**src/rtl/rf_stream_loader_if.sv**
```systemverilog
// Valid/ready word stream feeding the register-file loader.
// S_LAST flags the final word of an X/W matrix pair.
interface rf_stream_loader_if #(
  parameter int DW = 16
);
  logic          S_VALID;
  logic          S_READY;
  logic [DW-1:0] S_DATA;
  logic          S_LAST;

  modport master (
    output S_VALID,
    output S_DATA,
    output S_LAST,
    input  S_READY
  );

  modport slave (
    input  S_VALID,
    input  S_DATA,
    input  S_LAST,
    output S_READY
  );
endinterface

```
**src/rtl/rf_stream_loader.sv**
```systemverilog
// Row assembler for the systolic-array register file: 8 X + 8 W
// words per row, 8 rows, then a fixed compute window and DONE.
module rf_stream_loader #(
  parameter  int DW         = 16,
  parameter  int N          = 8,
  parameter  int RUN_CYCLES = 23,
  localparam int IW         = $clog2(N),
  localparam int WW         = $clog2(2*N),
  localparam int RW         = $clog2(RUN_CYCLES)
) (
  input  logic          CLK,
  input  logic          RST,
  rf_stream_loader_if.slave s,
  output logic          RF_EN,
  output logic          WRITE,
  output logic [IW-1:0] IDX,
  output logic [DW-1:0] DATA_OUT_0,
  output logic [DW-1:0] DATA_OUT_1,
  output logic [DW-1:0] DATA_OUT_2,
  output logic [DW-1:0] DATA_OUT_3,
  output logic [DW-1:0] DATA_OUT_4,
  output logic [DW-1:0] DATA_OUT_5,
  output logic [DW-1:0] DATA_OUT_6,
  output logic [DW-1:0] DATA_OUT_7,
  output logic [DW-1:0] DATA_OUT_8,
  output logic [DW-1:0] DATA_OUT_9,
  output logic [DW-1:0] DATA_OUT_A,
  output logic [DW-1:0] DATA_OUT_B,
  output logic [DW-1:0] DATA_OUT_C,
  output logic [DW-1:0] DATA_OUT_D,
  output logic [DW-1:0] DATA_OUT_E,
  output logic [DW-1:0] DATA_OUT_F,
  output logic          BUSY,
  output logic          DONE,
  output logic          ERR
);

  typedef enum logic [1:0] {
    FILL,
    WR,
    RUN,
    DN
  } state_t;

  localparam logic [WW-1:0] W_LAST = WW'(2*N-1);
  localparam logic [IW-1:0] R_LAST = IW'(N-1);
  localparam logic [RW-1:0] C_LAST = RW'(RUN_CYCLES-1);

  state_t        state;
  state_t        state_nx;
  logic [WW-1:0] wcnt;
  logic [IW-1:0] rcnt;
  logic [RW-1:0] run_cnt;
  logic [DW-1:0] rbuf [2*N];
  logic          acc;
  logic          row_end;
  logic          last_g;
  logic          bad_last;

  assign acc      = s.S_VALID && (state == FILL);
  assign row_end  = (wcnt == W_LAST);
  assign last_g   = row_end && (rcnt == R_LAST);
  assign bad_last = acc && s.S_LAST && !last_g;

  always_ff @(posedge CLK) begin
    if (RST) state <= FILL;
    else     state <= state_nx;
  end

  always_comb begin
    state_nx = state;
    unique case (state)
      FILL: if (acc && row_end && !bad_last) state_nx = WR;
      WR:   state_nx = (rcnt == R_LAST) ? RUN : FILL;
      RUN:  if (run_cnt == C_LAST) state_nx = DN;
      DN:   state_nx = FILL;
    endcase
  end

  // An early S_LAST drops the whole matrix; a missing one only flags it.
  always_ff @(posedge CLK) begin
    if (RST) begin
      wcnt    <= '0;
      rcnt    <= '0;
      run_cnt <= '0;
      ERR     <= 1'b0;
      for (int i = 0; i < 2*N; i++) rbuf[i] <= '0;
    end else begin
      if (acc) begin
        rbuf[wcnt] <= s.S_DATA;
        if (bad_last) begin
          wcnt <= '0;
          rcnt <= '0;
          ERR  <= 1'b1;
        end else begin
          wcnt <= row_end ? '0 : wcnt + 1'b1;
          if (last_g && !s.S_LAST) ERR <= 1'b1;
        end
      end
      if (state == WR)
        rcnt <= (rcnt == R_LAST) ? '0 : rcnt + 1'b1;
      if (state == RUN)
        run_cnt <= (run_cnt == C_LAST) ? '0 : run_cnt + 1'b1;
    end
  end

  assign s.S_READY = (state == FILL);
  assign RF_EN     = (state == WR) || (state == RUN);
  assign WRITE     = (state == WR);
  assign IDX       = (state == WR) ? rcnt : '0;
  assign BUSY      = (state != FILL);
  assign DONE      = (state == DN);

  assign DATA_OUT_0 = rbuf[0];
  assign DATA_OUT_1 = rbuf[1];
  assign DATA_OUT_2 = rbuf[2];
  assign DATA_OUT_3 = rbuf[3];
  assign DATA_OUT_4 = rbuf[4];
  assign DATA_OUT_5 = rbuf[5];
  assign DATA_OUT_6 = rbuf[6];
  assign DATA_OUT_7 = rbuf[7];
  assign DATA_OUT_8 = rbuf[8];
  assign DATA_OUT_9 = rbuf[9];
  assign DATA_OUT_A = rbuf[10];
  assign DATA_OUT_B = rbuf[11];
  assign DATA_OUT_C = rbuf[12];
  assign DATA_OUT_D = rbuf[13];
  assign DATA_OUT_E = rbuf[14];
  assign DATA_OUT_F = rbuf[15];

endmodule

```
**src/flat_wrapper.sv**
```systemverilog
// flat-port wrapper written by rule: the top's interface ports become plain ports
module rf_stream_loader_flat 
#(
  parameter  int DW         = 16,
  parameter  int N          = 8,
  parameter  int RUN_CYCLES = 23,
  localparam int IW         = $clog2(N),
  localparam int WW         = $clog2(2*N),
  localparam int RW         = $clog2(RUN_CYCLES)
)
  (CLK, RST, RF_EN, WRITE, IDX, DATA_OUT_0, DATA_OUT_1, DATA_OUT_2, DATA_OUT_3, DATA_OUT_4, DATA_OUT_5, DATA_OUT_6, DATA_OUT_7, DATA_OUT_8, DATA_OUT_9, DATA_OUT_A, DATA_OUT_B, DATA_OUT_C, DATA_OUT_D, DATA_OUT_E, DATA_OUT_F, BUSY, DONE, ERR, s_S_VALID, s_S_DATA, s_S_LAST, s_S_READY);
  rf_stream_loader_if #(.DW(DW)) s_i ();
  input  logic CLK;
  input  logic RST;
  output logic RF_EN;
  output logic WRITE;
  output logic [IW-1:0] IDX;
  output logic [DW-1:0] DATA_OUT_0;
  output logic [DW-1:0] DATA_OUT_1;
  output logic [DW-1:0] DATA_OUT_2;
  output logic [DW-1:0] DATA_OUT_3;
  output logic [DW-1:0] DATA_OUT_4;
  output logic [DW-1:0] DATA_OUT_5;
  output logic [DW-1:0] DATA_OUT_6;
  output logic [DW-1:0] DATA_OUT_7;
  output logic [DW-1:0] DATA_OUT_8;
  output logic [DW-1:0] DATA_OUT_9;
  output logic [DW-1:0] DATA_OUT_A;
  output logic [DW-1:0] DATA_OUT_B;
  output logic [DW-1:0] DATA_OUT_C;
  output logic [DW-1:0] DATA_OUT_D;
  output logic [DW-1:0] DATA_OUT_E;
  output logic [DW-1:0] DATA_OUT_F;
  output logic BUSY;
  output logic DONE;
  output logic ERR;
  input wire logic [$bits(s_i.S_VALID)-1:0] s_S_VALID;
  input wire logic [$bits(s_i.S_DATA)-1:0] s_S_DATA;
  input wire logic [$bits(s_i.S_LAST)-1:0] s_S_LAST;
  output wire logic [$bits(s_i.S_READY)-1:0] s_S_READY;
  assign s_i.S_VALID = s_S_VALID;
  assign s_i.S_DATA = s_S_DATA;
  assign s_i.S_LAST = s_S_LAST;
  assign s_S_READY = s_i.S_READY;
  rf_stream_loader #(.DW(DW), .N(N), .RUN_CYCLES(RUN_CYCLES)) u_core (.CLK(CLK), .RST(RST), .s(s_i), .RF_EN(RF_EN), .WRITE(WRITE), .IDX(IDX), .DATA_OUT_0(DATA_OUT_0), .DATA_OUT_1(DATA_OUT_1), .DATA_OUT_2(DATA_OUT_2), .DATA_OUT_3(DATA_OUT_3), .DATA_OUT_4(DATA_OUT_4), .DATA_OUT_5(DATA_OUT_5), .DATA_OUT_6(DATA_OUT_6), .DATA_OUT_7(DATA_OUT_7), .DATA_OUT_8(DATA_OUT_8), .DATA_OUT_9(DATA_OUT_9), .DATA_OUT_A(DATA_OUT_A), .DATA_OUT_B(DATA_OUT_B), .DATA_OUT_C(DATA_OUT_C), .DATA_OUT_D(DATA_OUT_D), .DATA_OUT_E(DATA_OUT_E), .DATA_OUT_F(DATA_OUT_F), .BUSY(BUSY), .DONE(DONE), .ERR(ERR));
endmodule
```
**config.mk**
```make
export PLATFORM = sky130hd
export DESIGN_NAME = rf_stream_loader_flat
export DESIGN_NICKNAME = d
export VERILOG_FILES = /design/src/rtl/rf_stream_loader_if.sv /design/src/rtl/rf_stream_loader.sv /design/src/flat_wrapper.sv
export SDC_FILE = /design/constraint.sdc
export NUM_CORES = 1
export LEC_CHECK = 0
export ABC_AREA = 1
export BUFFER_PORTS_ARGS = -buffer_cell sky130_fd_sc_hd__buf_2
export CAP_MARGIN = 10
export CORE_MARGIN = 8
export CORE_UTILIZATION = 45
export DETAILED_ROUTE_END_ITERATION = 8
export GPL_TIMING_DRIVEN = 1
export PLACE_DENSITY = 0.7
export SLEW_MARGIN = 10
export SYNTH_ARGS = -nofsm -noshare
export SYNTH_HDL_FRONTEND = slang
export SYNTH_SLANG_ARGS = --single-unit
```
**constraint.sdc**
```tcl
create_clock -name CLK -period 2.7 [get_ports CLK]
set_input_delay 0 -clock CLK [delete_from_list [all_inputs] [get_ports CLK]]
set_output_delay 0 -clock CLK [all_outputs]
set_load 0.03 [all_outputs]
```
# ---- Word-level counts from Yosys, hierarchy flattened
# Memory sizes are Yosys's and may differ from the RTL's.
# Index checks and enable logic that the tools add are counted.
# Widths: inputs -> output; s select.
dict set report word_totals {
  reg_bits 15
  latchBits 0
  mem_bits_rw 256
  mem_bits_ro 0
  output_inout_bits 265
  word_cells 59
  mem_count 1
}
dict set report classes {
  n_addsub 3
  multipliers 0
  n_div 0
  magnitude_cmp 0
  n_eq_ne 8
  shift 0
  muxes 22
  bitwise_logic 0
  reduce_logical 20
}
# name depth word_bits rd rd_clocked_by_memory_dff write_ports line
set mem_list {}
lappend mem_list {u_core.rbuf 16 16 16 0 16 rf_stream_loader.sv:54} ;# logic [DW-1:0] rbuf [2*N];
# op count
set op_table {}
lappend op_table {{$mux 16} 1}
lappend op_table {{$reduce_or 16->1} 1}
lappend op_table {{$mux 3} 5}
lappend op_table {{$mux 4} 3}
lappend op_table {{$mux 1} 8}
lappend op_table {{$pmux 2 s4} 1}
lappend op_table {{$reduce_bool 2->1} 4}
lappend op_table {{$logic_and 1x1->1} 7}
lappend op_table {{$mux 2} 3}
lappend op_table {{$reduce_and 2->1} 3}
lappend op_table {{$add 5x1->5 const B} 1}
lappend op_table {{$eq 5x5->1 const B} 1}
lappend op_table {{$mux 5} 1}
lappend op_table {{$add 4x1->4 const B} 1}
lappend op_table {{$eq 2x2->1 const B} 2}
lappend op_table {{$eq 4x4->1 const B} 1}
lappend op_table {{$ne 2x1->1 const B} 2}
lappend op_table {{$add 3x1->3 const B} 1}
lappend op_table {{$eq 3x3->1 const B} 1}
lappend op_table {{$logic_not 1->1} 3}
lappend op_table {{$eq 2x1->1 const B} 1}
lappend op_table {{$logic_not 2->1} 1}
lappend op_table {{$logic_or 1x1->1} 1}

# ---- Longest topological paths before layout
dict set report logic_depth {
  depth_word 8
  mapped_depth 10
  ltp_nobuf 10
}

# ---- Worst setup path before layout
# Ideal clock, no wire load.
dict set report synth_timing {
  path_kind {register to register}
  startpoint {register u_core.state[0]}
  endpoint {memory u_core.rbuf[12][0] (enable)}
  setup_ns 0.372
  arrival_ns 2.074
  slack_ns 0.254
  path_stages_with_launch 10
  n_path_buf 1
  period_less_slack_ns 2.446
  path_cell_list {dfxtp_1 > inv_1 > ha_1 > nand2_2 > nor2_8 > inv_6 > nor2_8 > nand2_4 > buf_6 > nand2_1}
}
# item line
set synth_lines {}
lappend synth_lines {{from (decl)} rf_stream_loader.sv:49} ;# state_t state;
lappend synth_lines {{from (signal assigned)} rf_stream_loader.sv:67} ;# else state <= state_nx;
lappend synth_lines {{to (decl)} rf_stream_loader.sv:54}

# ---- Final worst setup path
dict set report layout_timing {
  startpoint {register u_core.wcnt[0]}
  endpoint {register u_core.wcnt[3]}
}
dict set report layout_between {
  elab_chain_cells 5
}
# item line
set layout_lines {}
lappend layout_lines {{from (decl)} rf_stream_loader.sv:51} ;# logic [WW-1:0] wcnt;
lappend layout_lines {{from (signal assigned)} rf_stream_loader.sv:96} ;# wcnt <= row_end ? '0 : wcnt + 1'b1;
lappend layout_lines {{branches (longest 4 deep; another with $add 4x1->4)} --}
lappend layout_lines {{$mux 4 (*)} rf_stream_loader.sv:91} ;# if (bad_last) begin
# Every way passes the cells marked *.
# A chain may end at the register's enable or synchronous reset.

==> flow_summary.yaml <==
outcome:
  status: "finished, final reports clean"
timing:
  final_max_slew_viol_count: 0
  setup_viol: 0
  hold_viol_final: 0
  timing.slew.headroom_pct: 33.9
  rsz0062_at_grt: "false"
  period_share_pct: 94.4
  tns_ps: 0
  timing.final.ws_setup_ps: 151
  fin_skew_ps: 7.96
  fin_crit_ps: 2550
  max_slew.worst_pin.slew_ps: 991
  fmax_ghz: 0.392
global_routing:
  grt_use_total_pct: 21.9
  grt_pass1_vias: 6749
  grt_pass1_wl_mm: 45.7
  grt_use_met2_pct: 34.6
  antenna_found_initial: 1
  grt_remaining_overflow: 0
  use_met3_pct: 5.95
  use_met1_pct: 28.6
  grt_max_degree: 18
  grt-busiest-layer: "met2"
worst_setup_path:
  cp_cell_sequence: "ha_1 > inv_1 > nor2_2 > nor3_1 > dlygate4sd3_1 > nand2_1 > a21oi_1 > dlygate4sd3_1"
  crit_required_ps: 3110
  arrival_ps: 2960
  worstSetupPathType: "reg2reg"
  crit_slowest_cell: "dlygate4sd3_1"
  cp_num_buf_inv: 3
  cp-start-kind: "register"
  cp_top_family: "buffers and inverters"
  max_stage_delay_ps: 560
  crit_fanout: 6
  critPathCaptureType: "register"
  critPathMostFrequentCell: "dlygate4sd3_1"
place:
  place_congestion: 0.903
  dp_hpwl_mm: 22.6
  pre_cts_slack_ps: 265
  port_buffers: 284
  placed_cells_incl_taps: 1277
yosys:
  synth_top_family_by_area: "simple AND/OR/NAND/NOR gates"
  synth_compound_area_share_pct: 0.889
  ys_seq_area_share_pct: 77.7
  yosysUniqueCellTypes: 29
  postSynthCellCount: 726
  async_flop_share_pct: 0
  synth_simple_gate_area_share_pct: 15.5
  syn_nets: 759
  syn_area_mm2: 0.0103
  avgSynthCellArea_um2: 14.2
  synthAdderAreaFrac_pct: 1.58
  synth-xor-area-share_pct: 0.256
  synth_edf_count: 256
  muxShareOfSynthArea_pct: 0
  ys_ff_latch: 271
  ys_dominant_reg_cell: "edfxtp_1"
  ys_warn_count: 0
cts:
  htree_levels: 1
  clk_pin_slew_ps: 60
  clock-sinks: 271
  clockBufferDepth: 3
  cts_tree: "done"
  cts_inserted_buffers: 27
  cts-root-buf: "clkbuf_16"
  clock_latency_ps: 520
pwr:
  finalPower_mw: 9.66
  p_leak_nw: 5.83
  peakVddDrop_uv: 353
  power.density_mw_per_mm2: 752
layout:
  nFillCells: 1801
  drive_gt1_share_pct: 37.9
  n_antenna_cell: 0
  layout.nets: 1059
  multi_input_area_mm2: 0.00188
  syn_to_final_growth_pct: 25.1
  seq_area_mm2: 0.00799
  stdcell_count: 1331
floorplan:
  row_count: 55
  initial_core_util_pct: 45.7
  die_area_mm2: 0.0279
  pin_count: 285
  die_w_um: 167
  die_h_um: 167
  coreArea_mm2: 0.0225
job:
  drv_cap: 0
detailed_routing:
  route.vias.total: 6863
  antenna_left: 0
  vias_per_cell: 5.16
  wl_per_cell_um: 24.0
  wl_mm: 31.9
  first_pass_iters: 5
  drtIter0Drc: 891
  route.detailed.drc: 0
hold_path:
  hp-class: "in2reg"
[path summary, 6_finish.rpt]
path / cells after the start / end / start / slack [ps]
max: 8 / u_core.wcnt[3] / u_core.wcnt[0] / 150
min: 3 / u_core.rbuf[2][15] / s_S_DATA[15] / 200
max reg2reg: 8 / u_core.wcnt[3] / u_core.wcnt[0] / 150
min reg2reg: 2 / u_core.ERR / u_core.ERR / 490
[metal layers]
layer  part of all wire, %  up-vias
li1                      -     3035
met1                    39     3352
met2                    46      411
met3                    11       65
met4                   3.6        0
met5                     0        -
[flip-flops by register name, indices dropped and copies added (netlist names), named ones only]
| name | count |
|---|---|
| u_core.rbuf | 256 |
| u_core.wcnt | 4 |
| u_core.ERR | 1 |
| u_core.run_cnt | 5 |
| u_core.rcnt | 3 |
| u_core.state | 1 |
[repair_timing]
item	in CTS	in global routing
buffers inserted	0	0
hold endpoints to repair	10	0
gates resized for setup	0	0
hold buffers	5	0
[power by group]
group / switching, mW / internal, mW / total, mW
combinational: 0.875 / 0.232 / 1.11
clock: 1.55 / 2.11 / 3.66
sequential: 0.102 / 4.79 / 4.89
[cell usage in the layout (no fill, tap or decap), drive strengths merged]
cell type / n
buf: 302
nor2: 274
edfxtp: 256
nand2: 55
inv: 44
clkbuf: 29
dfxtp: 15
clkinv: 15
ha: 13
nand3: 8
a21oi: 7
dlygate4sd3: 5
o21ai: 4
nor3: 4
a211oi: 3
bufinv: 3
nand4: 2
xor2: 2
clkinvlp: 2
o211ai: 1
o22ai: 1
xnor2: 1
[worst reg2reg max path, cell delays in order (launching register included)]
cell and delay [ps]:
dfxtp_1 430, ha_1 390, inv_1 90, nor2_2 200, nor3_1 90, dlygate4sd3_1 560, nand2_1 70, a21oi_1 50
dlygate4sd3_1 560
[synth_stat cells, types with 2 or more instances]
| library cell | instances | area, um2 |
|---|---|---|
| nand3_2 | 2 | 20.0 |
| buf_1 | 2 | 7.51 |
| nor2_1 | 238 | 893 |
| nand2_4 | 12 | 135 |
| buf_6 | 14 | 158 |
| dfxtp_1 | 15 | 300 |
| o21ai_0 | 4 | 20.0 |
| clkbuf_1 | 17 | 63.8 |
| edfxtp_1 | 256 | 7690 |
| buf_2 | 2 | 10.0 |
| nor2_4 | 3 | 33.8 |
| nand2_1 | 42 | 158 |
| nand4_1 | 2 | 12.5 |
| nor2_2 | 29 | 181 |
| nor3_1 | 4 | 20.0 |
| a21oi_1 | 7 | 35.0 |
| nand3_4 | 2 | 35.0 |
| nand3_1 | 4 | 20.0 |
| xor2_1 | 2 | 17.5 |
| ha_1 | 13 | 163 |
| inv_1 | 43 | 161 |
| a211oi_1 | 3 | 22.5 |
| nor2_8 | 4 | 80.1 |
[metrics by stage]
step                      hold slack, ps  instance area (um2)  util (%)
after CTS                            180                12900      57.1
after global routing                 199                12900      57.1
final                                196                12900      57.1
after floorplan                      193                10300         -
after detailed placement             358                11900      53.1
after global placement               349                11900      53.1
[layout make-up]
| class | instances | area share (%) |
|---|---|---|
| inverters | 44 | 1.32 |
| flip-flops and latches | 271 | 62.1 |
| repair buffers | 307 | 12.5 |
| clock inverters | 20 | 1.36 |
| well taps | 285 | 2.77 |
| clock buffers | 29 | 5.31 |
| multi-input cells | 375 | 14.6 |
[cell families after synthesis]
family / count (synthesis)
and+or+nand+nor: 343
DFF: 271
buffers and inverters: 80
AOI/OAI and AO/OA: 16
adders and majority gates: 13
xor gates and xnor gates: 3
No activity file was read; power rests on OpenSTA's default activity.
